==> config.mk <==
export PLATFORM = sky130hd
export DESIGN_NAME = pipe_stage_elastic_flat
export DESIGN_NICKNAME = d
export VERILOG_FILES = /design/src/rtl/pipe_stage_elastic_if.sv /design/src/rtl/pipe_stage_elastic.sv /design/src/flat_wrapper.sv
export SDC_FILE = /design/constraint.sdc
export NUM_CORES = 1
export LEC_CHECK = 0
export CORE_MARGIN = 3
export CORE_UTILIZATION = 51
export DETAILED_ROUTE_END_ITERATION = 10
export PLACE_DENSITY = 0.81
export SKIP_CTS_REPAIR_TIMING = 1
export SYNTH_ARGS = -nofsm -noshare
export SYNTH_HDL_FRONTEND = slang
export SYNTH_SLANG_ARGS = --single-unit
==> constraint.sdc <==
create_clock -name clk -period 9.42 [get_ports clk]
set_input_delay 1.884 -clock clk [delete_from_list [all_inputs] [get_ports clk]]
set_output_delay 1.884 -clock clk [all_outputs]
set_load 0.05 [all_outputs]
==> src/rtl/pipe_stage_elastic_if.sv <==
// Handshake bundle for one elastic stage boundary: upstream side, downstream side,
// kill/clear controls and the debug event counters.
interface pipe_stage_elastic_if #(
    parameter int DATA_W = 96,
    parameter int CNT_W  = 16
);
    logic              flush;
    logic              cnt_clr;
    logic              in_valid;
    logic              in_ready;
    logic [DATA_W-1:0] in_data;
    logic              out_valid;
    logic              out_ready;
    logic [DATA_W-1:0] out_data;
    logic [CNT_W-1:0]  stall_cnt;
    logic [CNT_W-1:0]  flush_cnt;

    modport master (
        output flush, cnt_clr, in_valid, in_data, out_ready,
        input  in_ready, out_valid, out_data, stall_cnt, flush_cnt
    );

    modport slave (
        input  flush, cnt_clr, in_valid, in_data, out_ready,
        output in_ready, out_valid, out_data, stall_cnt, flush_cnt
    );
endinterface

==> src/rtl/pipe_stage_elastic.sv <==
// Elastic pipeline register with a 2-entry skid buffer: in_ready and out_valid are
// registered, flush zeroes both entries, and saturating stall/flush counters aid debug.
module pipe_stage_elastic #(
    parameter int DATA_W = 96,
    parameter int CNT_W  = 16
) (
    input  logic                 clk,
    input  logic                 rst,
    pipe_stage_elastic_if.slave  io_bus
);

    typedef enum logic [1:0] {
        ST_EMPTY = 2'd0,
        ST_FULL  = 2'd1,
        ST_SKID  = 2'd2
    } state_t;

    state_t            r_state;
    state_t            w_state_nxt;
    logic              r_in_ready;
    logic              r_out_valid;
    logic [DATA_W-1:0] r_main;
    logic [DATA_W-1:0] r_skid;
    logic [CNT_W-1:0]  r_stall_cnt;
    logic [CNT_W-1:0]  r_flush_cnt;

    logic w_in_xfer;
    logic w_ld_main_in;
    logic w_ld_main_skid;
    logic w_ld_skid;
    logic w_clr_data;
    logic w_stall_evt;
    logic w_flush_evt;

    function automatic logic [CNT_W-1:0] sat_inc(input logic [CNT_W-1:0] v);
        return (&v) ? v : v + CNT_W'(1);
    endfunction

    assign w_in_xfer   = io_bus.in_valid & r_in_ready & ~io_bus.flush;
    assign w_stall_evt = r_out_valid & ~io_bus.out_ready;
    assign w_flush_evt = io_bus.flush & (r_state != ST_EMPTY);

    always_comb begin
        w_state_nxt    = r_state;
        w_ld_main_in   = 1'b0;
        w_ld_main_skid = 1'b0;
        w_ld_skid      = 1'b0;
        w_clr_data     = 1'b0;
        if (io_bus.flush) begin
            w_state_nxt = ST_EMPTY;
            w_clr_data  = 1'b1;
        end else begin
            case (r_state)
                ST_EMPTY: begin
                    if (w_in_xfer) begin
                        w_ld_main_in = 1'b1;
                        w_state_nxt  = ST_FULL;
                    end
                end
                ST_FULL: begin
                    if (w_in_xfer && io_bus.out_ready) begin
                        w_ld_main_in = 1'b1;
                    end else if (w_in_xfer) begin
                        // Downstream stalled: park the new payload, main keeps the older one.
                        w_ld_skid   = 1'b1;
                        w_state_nxt = ST_SKID;
                    end else if (io_bus.out_ready) begin
                        w_state_nxt = ST_EMPTY;
                    end
                end
                ST_SKID: begin
                    if (io_bus.out_ready) begin
                        w_ld_main_skid = 1'b1;
                        w_state_nxt    = ST_FULL;
                    end
                end
                default: w_state_nxt = ST_EMPTY;
            endcase
        end
    end

    // Handshake outputs are registered copies of the next-state decode.
    always_ff @(posedge clk or posedge rst) begin
        if (rst) begin
            r_state     <= ST_EMPTY;
            r_in_ready  <= 1'b1;
            r_out_valid <= 1'b0;
        end else begin
            r_state     <= w_state_nxt;
            r_in_ready  <= (w_state_nxt != ST_SKID);
            r_out_valid <= (w_state_nxt != ST_EMPTY);
        end
    end

    always_ff @(posedge clk or posedge rst) begin
        if (rst) begin
            r_main <= '0;
            r_skid <= '0;
        end else begin
            if (w_clr_data) begin
                r_main <= '0;
                r_skid <= '0;
            end else begin
                if (w_ld_main_in)
                    r_main <= io_bus.in_data;
                else if (w_ld_main_skid)
                    r_main <= r_skid;
                if (w_ld_skid)
                    r_skid <= io_bus.in_data;
            end
        end
    end

    always_ff @(posedge clk or posedge rst) begin
        if (rst) begin
            r_stall_cnt <= '0;
            r_flush_cnt <= '0;
        end else if (io_bus.cnt_clr) begin
            r_stall_cnt <= '0;
            r_flush_cnt <= '0;
        end else begin
            if (w_stall_evt)
                r_stall_cnt <= sat_inc(r_stall_cnt);
            if (w_flush_evt)
                r_flush_cnt <= sat_inc(r_flush_cnt);
        end
    end

    assign io_bus.in_ready  = r_in_ready;
    assign io_bus.out_valid = r_out_valid;
    assign io_bus.out_data  = r_main;
    assign io_bus.stall_cnt = r_stall_cnt;
    assign io_bus.flush_cnt = r_flush_cnt;

endmodule

==> src/flat_wrapper.sv <==
// flat-port wrapper written by rule: the top's interface ports become plain ports
module pipe_stage_elastic_flat 
#(
    parameter int DATA_W = 96,
    parameter int CNT_W  = 16
)
  (clk, rst, io_bus_flush, io_bus_cnt_clr, io_bus_in_valid, io_bus_in_data, io_bus_out_ready, io_bus_in_ready, io_bus_out_valid, io_bus_out_data, io_bus_stall_cnt, io_bus_flush_cnt);
  pipe_stage_elastic_if #(.DATA_W(DATA_W), .CNT_W(CNT_W)) io_bus_i ();
  input  logic clk;
  input  logic rst;
  input wire logic [$bits(io_bus_i.flush)-1:0] io_bus_flush;
  input wire logic [$bits(io_bus_i.cnt_clr)-1:0] io_bus_cnt_clr;
  input wire logic [$bits(io_bus_i.in_valid)-1:0] io_bus_in_valid;
  input wire logic [$bits(io_bus_i.in_data)-1:0] io_bus_in_data;
  input wire logic [$bits(io_bus_i.out_ready)-1:0] io_bus_out_ready;
  output wire logic [$bits(io_bus_i.in_ready)-1:0] io_bus_in_ready;
  output wire logic [$bits(io_bus_i.out_valid)-1:0] io_bus_out_valid;
  output wire logic [$bits(io_bus_i.out_data)-1:0] io_bus_out_data;
  output wire logic [$bits(io_bus_i.stall_cnt)-1:0] io_bus_stall_cnt;
  output wire logic [$bits(io_bus_i.flush_cnt)-1:0] io_bus_flush_cnt;
  assign io_bus_i.flush = io_bus_flush;
  assign io_bus_i.cnt_clr = io_bus_cnt_clr;
  assign io_bus_i.in_valid = io_bus_in_valid;
  assign io_bus_i.in_data = io_bus_in_data;
  assign io_bus_i.out_ready = io_bus_out_ready;
  assign io_bus_in_ready = io_bus_i.in_ready;
  assign io_bus_out_valid = io_bus_i.out_valid;
  assign io_bus_out_data = io_bus_i.out_data;
  assign io_bus_stall_cnt = io_bus_i.stall_cnt;
  assign io_bus_flush_cnt = io_bus_i.flush_cnt;
  pipe_stage_elastic #(.DATA_W(DATA_W), .CNT_W(CNT_W)) u_core (.clk(clk), .rst(rst), .io_bus(io_bus_i));
endmodule
==> run metrics <==
Synth Area per Inst=9.96 sq um; #FFs+latches synth=228; CTS Buffer Depth=3; area of the multi-input gates=4620 sq um; asr flop ratio synth=1.00; cells after synthesis=1075; vias in the first global route=8164; Final min period=4.53 ns; number of synthesized flops with an enable pin=0; number of port buffers=231; fin. max-slew vios=0; RSZ-0062 raised after global routing=no; critical path endpoint category=flop; global placement routability congestion=0.884; Avg WL per Cell=16.8 um; I/O pins=232; Worst-Skew Late Latency=0.50 ns; Hold Crit Class=reg -> reg; Most used DFF post-synth=dfrtp_1; placement row count=52; vias per cell=5.55; Final Hold Vio Count=0; Syn-to-layout area delta=29.4%; Slew @ Worst Pin=1.09 ns; CP Class=in -> reg; DR iter-0 viols=496; Rel. slew slack=0.271; clk_skew=0.00769 ns; residual DRC count=0; Die ar.=22800 sq um; ant diodes=0; Fillers=1609; worst reg2reg setup slack=6.21 ns; Final nets=1364; sequential-to-total area share from yosys stat=0.533; DRT Wirelength=26000 um; global-route wire length before repair=42000 um; FF+latch area=5710 sq um; largest net degree at the start of global routing=151; post-route insts no fill=1546; routed via count=8582; GRT overflow=0; starting density of the core=0.524; Detailed Routing Iterations Pass 1=5; CP max FO=107; period utilization=0.481; layout cells sized above 1=0.0470; pwr dens=173 nW/um^2; initial antenna violation count=1; CTS tree=done; Core Region=20400 sq um; htree depth=1; Unique masters post-synth=48; Post-Syn Area=10700 sq um; total power=2400 uW; worst vdd ir=0.142 mV; Synth warnings=0; Crit path required time=9.82 ns; syn nets=1179; Worst EP arrival=4.93 ns; Pleak=0.00601 uW; Final Util=0.678; Clock Sinks=228; run status=finished clean; GRT Total Usage=0.224; Root Buffer=clkbuf_16; # setup viols final=0; f_max=221 MHz; cts bufs inserted=25; DP Wirelength=16700 um; antenna viol nets, final=0; Clock transition at path regs=0.06 ns; critical path startpoint category=primary input; max cap viols=0; dpl cells=1503; Die Ht=151 um; TNS Setup=0 ns; die width=151 um
registers in the layout, indices dropped and copies added (netlist names):
name                     count
u_core.io_bus.flush_cnt     16
u_core.io_bus.in_ready       1
u_core.io_bus.out_data      96
u_core.io_bus.out_valid      1
u_core.io_bus.stall_cnt     16
u_core.r_skid               96
u_core.r_state               2
per-stage QoR:
| step | instance area (sq um) | hold slack [ns] | setup WS, ns |
|---|---|---|---|
| floorplan | 10700 | 0.515 | 1.29 |
| global placement | 13100 | 0.528 | 4.52 |
| detailed placement | 13100 | 0.533 | 4.38 |
| CTS | 13900 | 0.545 | 4.91 |
| global route | 13900 | 0.564 | 4.66 |
| finish | 13900 | 0.542 | 4.89 |
where the power goes:
group | internal [uW] | switching, uW | total, uW
logic | 155 | 259 | 413
registers | 1020 | 29.2 | 1050
clock network | 559 | 376 | 935
total | 1740 | 664 | 2400
final cells by class:
| cell class | count | share of cell area |
|---|---|---|
| Clock buffer | 37 | 0.0498 |
| Clock inverter | 6 | 0.00596 |
| Inverter | 9 | 0.00298 |
| Multi-Input combinational cell | 756 | 0.334 |
| Sequential cell | 228 | 0.412 |
| Tap cell | 270 | 0.0244 |
| Timing Repair Buffer | 240 | 0.172 |
final timing paths:
path	from	endpoint	cells past startpoint
max	io_bus_in_valid	u_core.io_bus.out_data[65]	7
min	u_core.r_skid[3]	u_core.r_skid[3]	2
max reg2reg	u_core.r_state[1]	u_core.io_bus.out_data[65]	6
min reg2reg	u_core.r_skid[3]	u_core.r_skid[3]	2
max in group asynchronous	rst	u_core.r_skid[94]	3
min in group asynchronous	rst	u_core.r_skid[57]	2
layout by cell type (no fill, tap or decap), types with 8 or more instances in the layout:
master           count
a21oi_1             21
o21ai_0            110
nor2_1             113
clkbuf_1            10
nand4_1              8
inv_1                8
dfrtp_1            227
buf_4               10
or4_1               10
clkbuf_16           25
nand3_1             10
nand2b_1           102
mux2i_1             99
clkdlybuf4s50_1    230
or3_1                8
a211oi_1            96
nor3_1               9
o31ai_1             10
nand2_1            110
worst max-delay path, stage by stage:
cell             delay [ns]
clkdlybuf4s50_1        0.50
nand4bb_1              0.27
o21ai_4                0.20
buf_4                  0.84
buf_4                  0.80
nor2_1                 0.08
a211oi_1               0.27
routing by layer:
metal / share of wire / GRT usage
met3: 0.062 / 0.0503
met1: 0.42 / 0.295
met5: 0.00050 / 0
met2: 0.50 / 0.373
met4: 0.023 / 0.0635
Yosys cell counts, types with 4 or more instances:
master	count	area share
a211oi_1	96	0.067
a21oi_1	21	0.0098
and3_1	4	0.0023
buf_2	27	0.013
buf_6	5	0.0053
clkbuf_1	48	0.017
dfrtp_1	227	0.53
inv_1	9	0.0032
mux2_2	4	0.0042
mux2i_1	99	0.093
nand2_1	110	0.039
nand2b_1	103	0.060
nand3_1	10	0.0047
nand4_1	8	0.0047
nor2_1	114	0.040
nor2b_1	4	0.0023
nor3_1	9	0.0042
nor4_1	8	0.0047
o21ai_0	110	0.051
o31ai_1	10	0.0070
or3_1	8	0.0047
or4_1	10	0.0070
kinds of logic after synthesis:
group           Yosys count  synth area share
compound gates          248             0.144
simple gates            403             0.186
fa+ha+maj                 2           0.00234
buf+inv                  91            0.0385
flops                   228             0.533
mux                     103            0.0967
(Power assumes the default switching activity.)
==> RTL change 1 (same flow settings) <==
Encoding of `state_t`: now one-hot (3 bits for 3 states).
--- a/src/rtl/pipe_stage_elastic.sv
+++ b/src/rtl/pipe_stage_elastic.sv
@@ -11,6 +11,6 @@
 
-    typedef enum logic [1:0] {
-        ST_EMPTY = 2'd0,
-        ST_FULL  = 2'd1,
-        ST_SKID  = 2'd2
+    typedef enum logic [2:0] {
+        ST_EMPTY = 3'b001,
+        ST_FULL  = 3'b010,
+        ST_SKID  = 3'b100
     } state_t;
Formal check against the unedited RTL: no difference found for any inputs over 4 cycles, from zero or initial values and one cycle with rst high; so few cycles prove little.
==> RTL change 1 against the original RTL <==
Fmax grew 3.7%. Power is 8.1% lower. Wire length grew 2.4%. Clock power increased by 4.6%. Synthesized area fell by 4.3%. Worst setup slack better by 160 ps. Combinational power down 46%. Sequential share of layout area up 1.2 points. Design area is 2.4% lower. Sequential cell count increased by 1. Clock skew up 5.9 ps. Critical path depth shrank 1. Synthesized cell count fell by 9.2%. Critical path type unchanged.
==> RTL change 1: results (changes against the original RTL) <==
Status - complete, no violations (unchanged)
Syn_nets - 1,080 (was 1,179)
Syn. warnings - 0 (unchanged)
Most common library cells after synthesis - dfrtp_1, nand2_1, o21ai_0, mux2i_1, o2bb2ai_1 (was dfrtp_1, nor2_1, nand2_1, o21ai_0, nand2b_1)
Initial antenna violation count - 1 (unchanged)
Clock buffer depth - 3 (unchanged)
Overall routing resource usage - 24.11% (was 22.37%)
CTS Root Cell - clkbuf_16 (unchanged)
Vias - 8,274 (was 8,582)
Ys flop type - dfrtp_1 (unchanged)
Largest net degree at the start of global routing - 151 (unchanged)
H-tree depth - 1 (unchanged)
Drt pass-1 iters - 4 (was 5)
First-pass GRT wire length - 43.56 mm (was 41.97 mm)
Drt wl/cell - 18.40 µm (was 16.83 µm)
GP Congestion - 0.8311 (was 0.8842)
Post-DP HPWL - 16.66 mm (was 16.68 mm)
Post-Route Skew - 13.56 ps (was 7.694 ps)
Async set-or-reset flop fraction in the synthesized netlist - 100.0% (unchanged)
Worst-Skew Late Latency - 510 ps
Static Leak - 0.005415 µW (was 0.006014 µW)
Fraction of layout cells with a size suffix above 1 - 6.261% (was 4.702%)
Post-synthesis sequential area ratio - 55.91% (was 53.28%)
Iter 0 DRT Violations - 659 (was 496)
Final #Nets - 1,270 (was 1,364)
Post-Place Worst Slack - 4508 ps (was 4384 ps)
Port bufs - 231 (unchanged)
Worst-Margin Slew - 1144 ps (was 1093 ps)
Largest cells by area after synthesis - dfrtp_1, mux2i_1, o2bb2ai_1 (was dfrtp_1, mux2i_1, a211oi_1)
Crit path DAT - 4780 ps (was 4930 ps)
TritonCTS buffer count - 24 (was 25)
Hold Crit Class - flip-flop to flip-flop (unchanged)
Max VDD drop - 130.8 µV (was 142.1 µV)
Cell variety after synth - 50 (was 48)
Number of fill cells - 1,442 (was 1,609)
Clk slew on worst S/H paths - 60 ps (about the same)
Crit path max fanout - 98 (was 107)
Vias in the first global route - 8,248 (was 8,164)
## RTL change 1: cell count changes after synthesis, moves of 5 or more
cell,unedited run,this run
nand2b_1,103,5
nor2b_1,4,9
buf_2,27,17
o21ai_0,110,105
nand2_1,110,203
a211oi_1,96,2
o2bb2ai_1,0,96
buf_6,5,0
nor2_1,114,11
## RTL change 1: worst paths after layout
path                                            start  slack (ps)  cells after the start                          to
max                                      io_bus_flush        5050                      6  u_core.io_bus.out_data[30]
min                        u_core.io_bus.out_data[15]         490                      1  u_core.io_bus.out_data[15]
max reg2reg                    u_core.io_bus.in_ready        6580                      6  u_core.io_bus.out_data[55]
min reg2reg                u_core.io_bus.out_data[15]         490                      1  u_core.io_bus.out_data[15]
max in group asynchronous                         rst        5700                      3  u_core.io_bus.flush_cnt[2]
min in group asynchronous                         rst        1990                      2  u_core.io_bus.stall_cnt[1]
## RTL change 1: where the power goes
part	leakage, µW	internal, µW	switching [µW]
Sequential	0.00318	997	10.6
Clock	0.000419	591	387
Combinational	0.00181	85.4	136
## RTL change 1: cells by family (layout without fill, tap and decap cells)
family | count (synthesis) | in the layout | synth area share (%)
AOI/OAI and AO/OA | 258 | 258 | 16.92
adders and majority gates | 2 | 2 | 0.2440
buffers and inverters | 85 | 291 | 3.478
DFF | 229 | 229 | 55.91
muxes | 103 | 103 | 10.14
other | 0 | 1 | 0
and+or+nand+nor | 299 | 299 | 13.30
## RTL change 1: worst max-delay path, cell delays in order
cell	delay (ps)
clkdlybuf4s50_1	630
inv_2	110
buf_4	800
o21ai_4	530
buf_4	490
o2bb2ai_1	260
## RTL change 1: metal layers
metal / routed length (µm) / vias up / GRT usage [%]
li1: - / 3873 / -
met1: 11640 / 4076 / 33.87
met2: 12600 / 286 / 37.78
met3: 1753 / 39 / 5.395
met4: 652 / 0 / 7.549
met5: 0 / - / 0
## RTL change 1: final cells by class
| type | instances | area, µm² | share of cell area [%] |
|---|---|---|---|
| inverter | 6 | 30.03 | 0.2220 |
| clock inverter | 9 | 106.4 | 0.7861 |
| multi-input combinational | 662 | 4199 | 31.04 |
| clock buffer | 33 | 724.4 | 5.355 |
| sequential | 229 | 5733 | 42.38 |
| antenna | 1 | 2.502 | 0.01850 |
| timing repair buffer | 243 | 2402 | 17.76 |
| tap | 265 | 331.6 | 2.451 |
## RTL change 1: metrics by stage
| step | cells | instance area (µm²) |
|---|---|---|
| 3_5_place_dp | 1405 | 12700 |
| 3_3_place_gp | 1405 | 12700 |
| 2_1_floorplan | 976 | 10250 |
| 4_1_cts | 1447 | 13530 |
| 6_report | 1448 | 13530 |
| 5_1_grt | 1448 | 13530 |
==> RTL change 2 (same settings) <==
Made on the original files. `DATA_W` is set to 96 in 3 places; all go to 48.
--- a/src/rtl/pipe_stage_elastic_if.sv
+++ b/src/rtl/pipe_stage_elastic_if.sv
@@ -3,3 +3,3 @@
 interface pipe_stage_elastic_if #(
-    parameter int DATA_W = 96,
+    parameter int DATA_W = 48,
     parameter int CNT_W  = 16
--- a/src/rtl/pipe_stage_elastic.sv
+++ b/src/rtl/pipe_stage_elastic.sv
@@ -3,3 +3,3 @@
 module pipe_stage_elastic #(
-    parameter int DATA_W = 96,
+    parameter int DATA_W = 48,
     parameter int CNT_W  = 16
--- a/src/flat_wrapper.sv
+++ b/src/flat_wrapper.sv
@@ -3,3 +3,3 @@
 #(
-    parameter int DATA_W = 96,
+    parameter int DATA_W = 48,
     parameter int CNT_W  = 16
Interface: changed (resized io_bus_in_data and io_bus_out_data); port bits go from 232 to 136. No check against the original RTL was run, so the function may have changed too.
==> RTL change 2 against the original RTL <==
Fmax down 5.8%. Global-route usage up 2.1 points. Synthesized area down 43%. Combinational power down 60%. Sequential cell count down 96. Wire length down 39%. Worst setup slack worse by 280 ps. Design area down 41%. Power down 38%.
==> RTL change 2: results (changes against the original RTL) <==
Status - complete, no violations (unchanged)
Post-Route Skew - 7.995 ps (was 7.694 ps)
Static Leak - 0.003623 µW (was 0.006014 µW)
Multi-input logic area - 2616 µm² (was 4624 µm²)
Fin crit share - 51.07% (was 48.10%)
CLK BUF - 20 (was 37)
Overall routing resource usage - 24.44% (was 22.37%)
CTS Root Cell - clkbuf_16 (unchanged)
Post-DP HPWL - 10.28 mm (was 16.68 mm)
Total length of routed met2 wires - 8.282 mm (was 12.96 mm)
Max VDD drop - 121.9 µV (was 142.1 µV)
Wire length on met3 - 996 µm (was 1.605 mm)
Net switching power - 365.1 µW (was 663.8 µW)
Slew margin rel. - 31.55% (was 27.14%)
Worst-Skew Late Latency - 420 ps (was 500 ps)
CP max-delay cell - o311a_2 (was buf_4)
Met1 usage - 29.87% (was 29.55%)
DRT met1 WL - 6.280 mm (was 10.85 mm)
FF/Latch Area - 3304 µm² (was 5707 µm²)
Synth Instances - 636 (was 1,075)
Final #Nets - 811 (was 1,364)
Clock buffer depth - 2 (was 3)
Clk cell area share - 8.033% (was 5.579%)
Crit-path leading delay family - compound AO/OA/AOI/OAI gates (was buffers and inverters)
Initial antenna violation count - 0 (was 1)
Met3 GRT Util - 5.483% (was 5.027%)
Cell variety after synth - 51 (was 48)
Most common library cells after synthesis - nand2_1, dfrtp_1, o21ai_0, mux2i_1, clkbuf_1 (was dfrtp_1, nor2_1, nand2_1, o21ai_0, nand2b_1)
Number of fill cells - 841 (was 1,609)
Multi-In Gates - 453 (was 756)
Post-synthesis sequential area ratio - 53.88% (was 53.28%)
Post-Place Worst Slack - 4187 ps (was 4384 ps)
Hold Path Sink - u_core.io_bus.out_data[15] (was u_core.r_skid[3])
M2 GR Usage - 42.75% (was 37.31%)
Total Routed Length - 15.79 mm (was 26.02 mm)
Crit path max fanout - 49 (was 107)
Largest net degree at the start of global routing - 98 (was 151)
Cells on worst reg2reg path - 4 (was 6)
Flop-to-flop setup slack - 6590 ps (was 6210 ps)
ANT cells - 1 (was 0)
Fraction of layout cells with a size suffix above 1 - 7.552% (was 4.702%)
Signal buffers - 140 (was 240)
R2r endpoint - u_core.io_bus.out_data[17] (was u_core.io_bus.out_data[65])
Data buffer area share - 16.95% (was 17.15%)
H-tree depth - 4 (was 1)
First-pass GRT wire length - 25.61 mm (was 41.97 mm)
Hold Startpoint - u_core.io_bus.out_data[15] (was u_core.r_skid[3])
GP Congestion - 0.8496 (was 0.8842)
Flops & latches, synth - 132 (was 228)
FF-to-FF Start - u_core.r_state[0] (was u_core.r_state[1])
Iter 0 DRT Violations - 455 (was 496)
Vias in the first global route - 5,299 (was 8,164)
Number of non-clock inverters in the layout - 11 (was 9)
Largest cells by area after synthesis - dfrtp_1, nand2_1, o21ai_0 (was dfrtp_1, mux2i_1, a211oi_1)
Vias per cell - 5.804 (was 5.551)
Syn_nets - 692 (was 1,179)
Port bufs - 135 (was 231)
## RTL change 2: changes by cell type after synthesis, sizes merged, moves of 5 or more
cell | unedited run | this run
nand2b | 103 | 0
nor2 | 114 | 14
dfrtp | 227 | 131
a211oi | 96 | 3
mux2i | 99 | 50
nand2 | 110 | 156
clkbuf | 48 | 26
buf | 34 | 14
o21ai | 111 | 105
mux2 | 4 | 9
nor2b | 4 | 9
## RTL change 2: per-stage QoR
| step | hold WS (ps) | cell area [µm²] | std cells |
|---|---|---|---|
| after CTS | 481.9 | 8190 | 911 |
| after floorplan | 502.2 | 6133 | 636 |
| after global routing | 519.0 | 8190 | 911 |
| after detailed placement | 468.8 | 7532 | 879 |
| after global placement | 469.0 | 7532 | 879 |
| final | 478.8 | 8193 | 912 |
## RTL change 2: power by group through the flow
stage          combinational [µW]  sequential [µW]  clock (µW)
2_1_floorplan                59.5              646           0
3_3_place_gp                  161              608           0
3_5_place_dp                  165              609           0
4_1_cts                       166              599         736
5_1_grt                       177              601         766
6_report                      165              599         731
## RTL change 2: worst max path at each step
stage,start,endpoint,depth (start not counted)
CTS,io_bus_flush,u_core.io_bus.out_data[17],6
detailed placement,io_bus_flush,u_core.io_bus.out_data[29],6
global placement,io_bus_flush,u_core.io_bus.out_data[6],6
floorplan,rst,u_core.io_bus.flush_cnt[0],1
finish,io_bus_flush,u_core.io_bus.out_data[17],6
global route,io_bus_flush,u_core.io_bus.out_data[7],6
## RTL change 2: worst min-delay path, cell delays in order, from the launching register on
cell	delay (ps)
dfrtp_1	340
nand2_1	50
o21ai_0	60
## RTL change 2: kinds of logic after synthesis
group	share of synthesized area (%)
buffers and inverters	3.651
muxes	9.812
AOI/OAI and AO/OA	13.24
and+or+nand+nor	19.01
DFF	53.88
adders and majority gates	0.4079
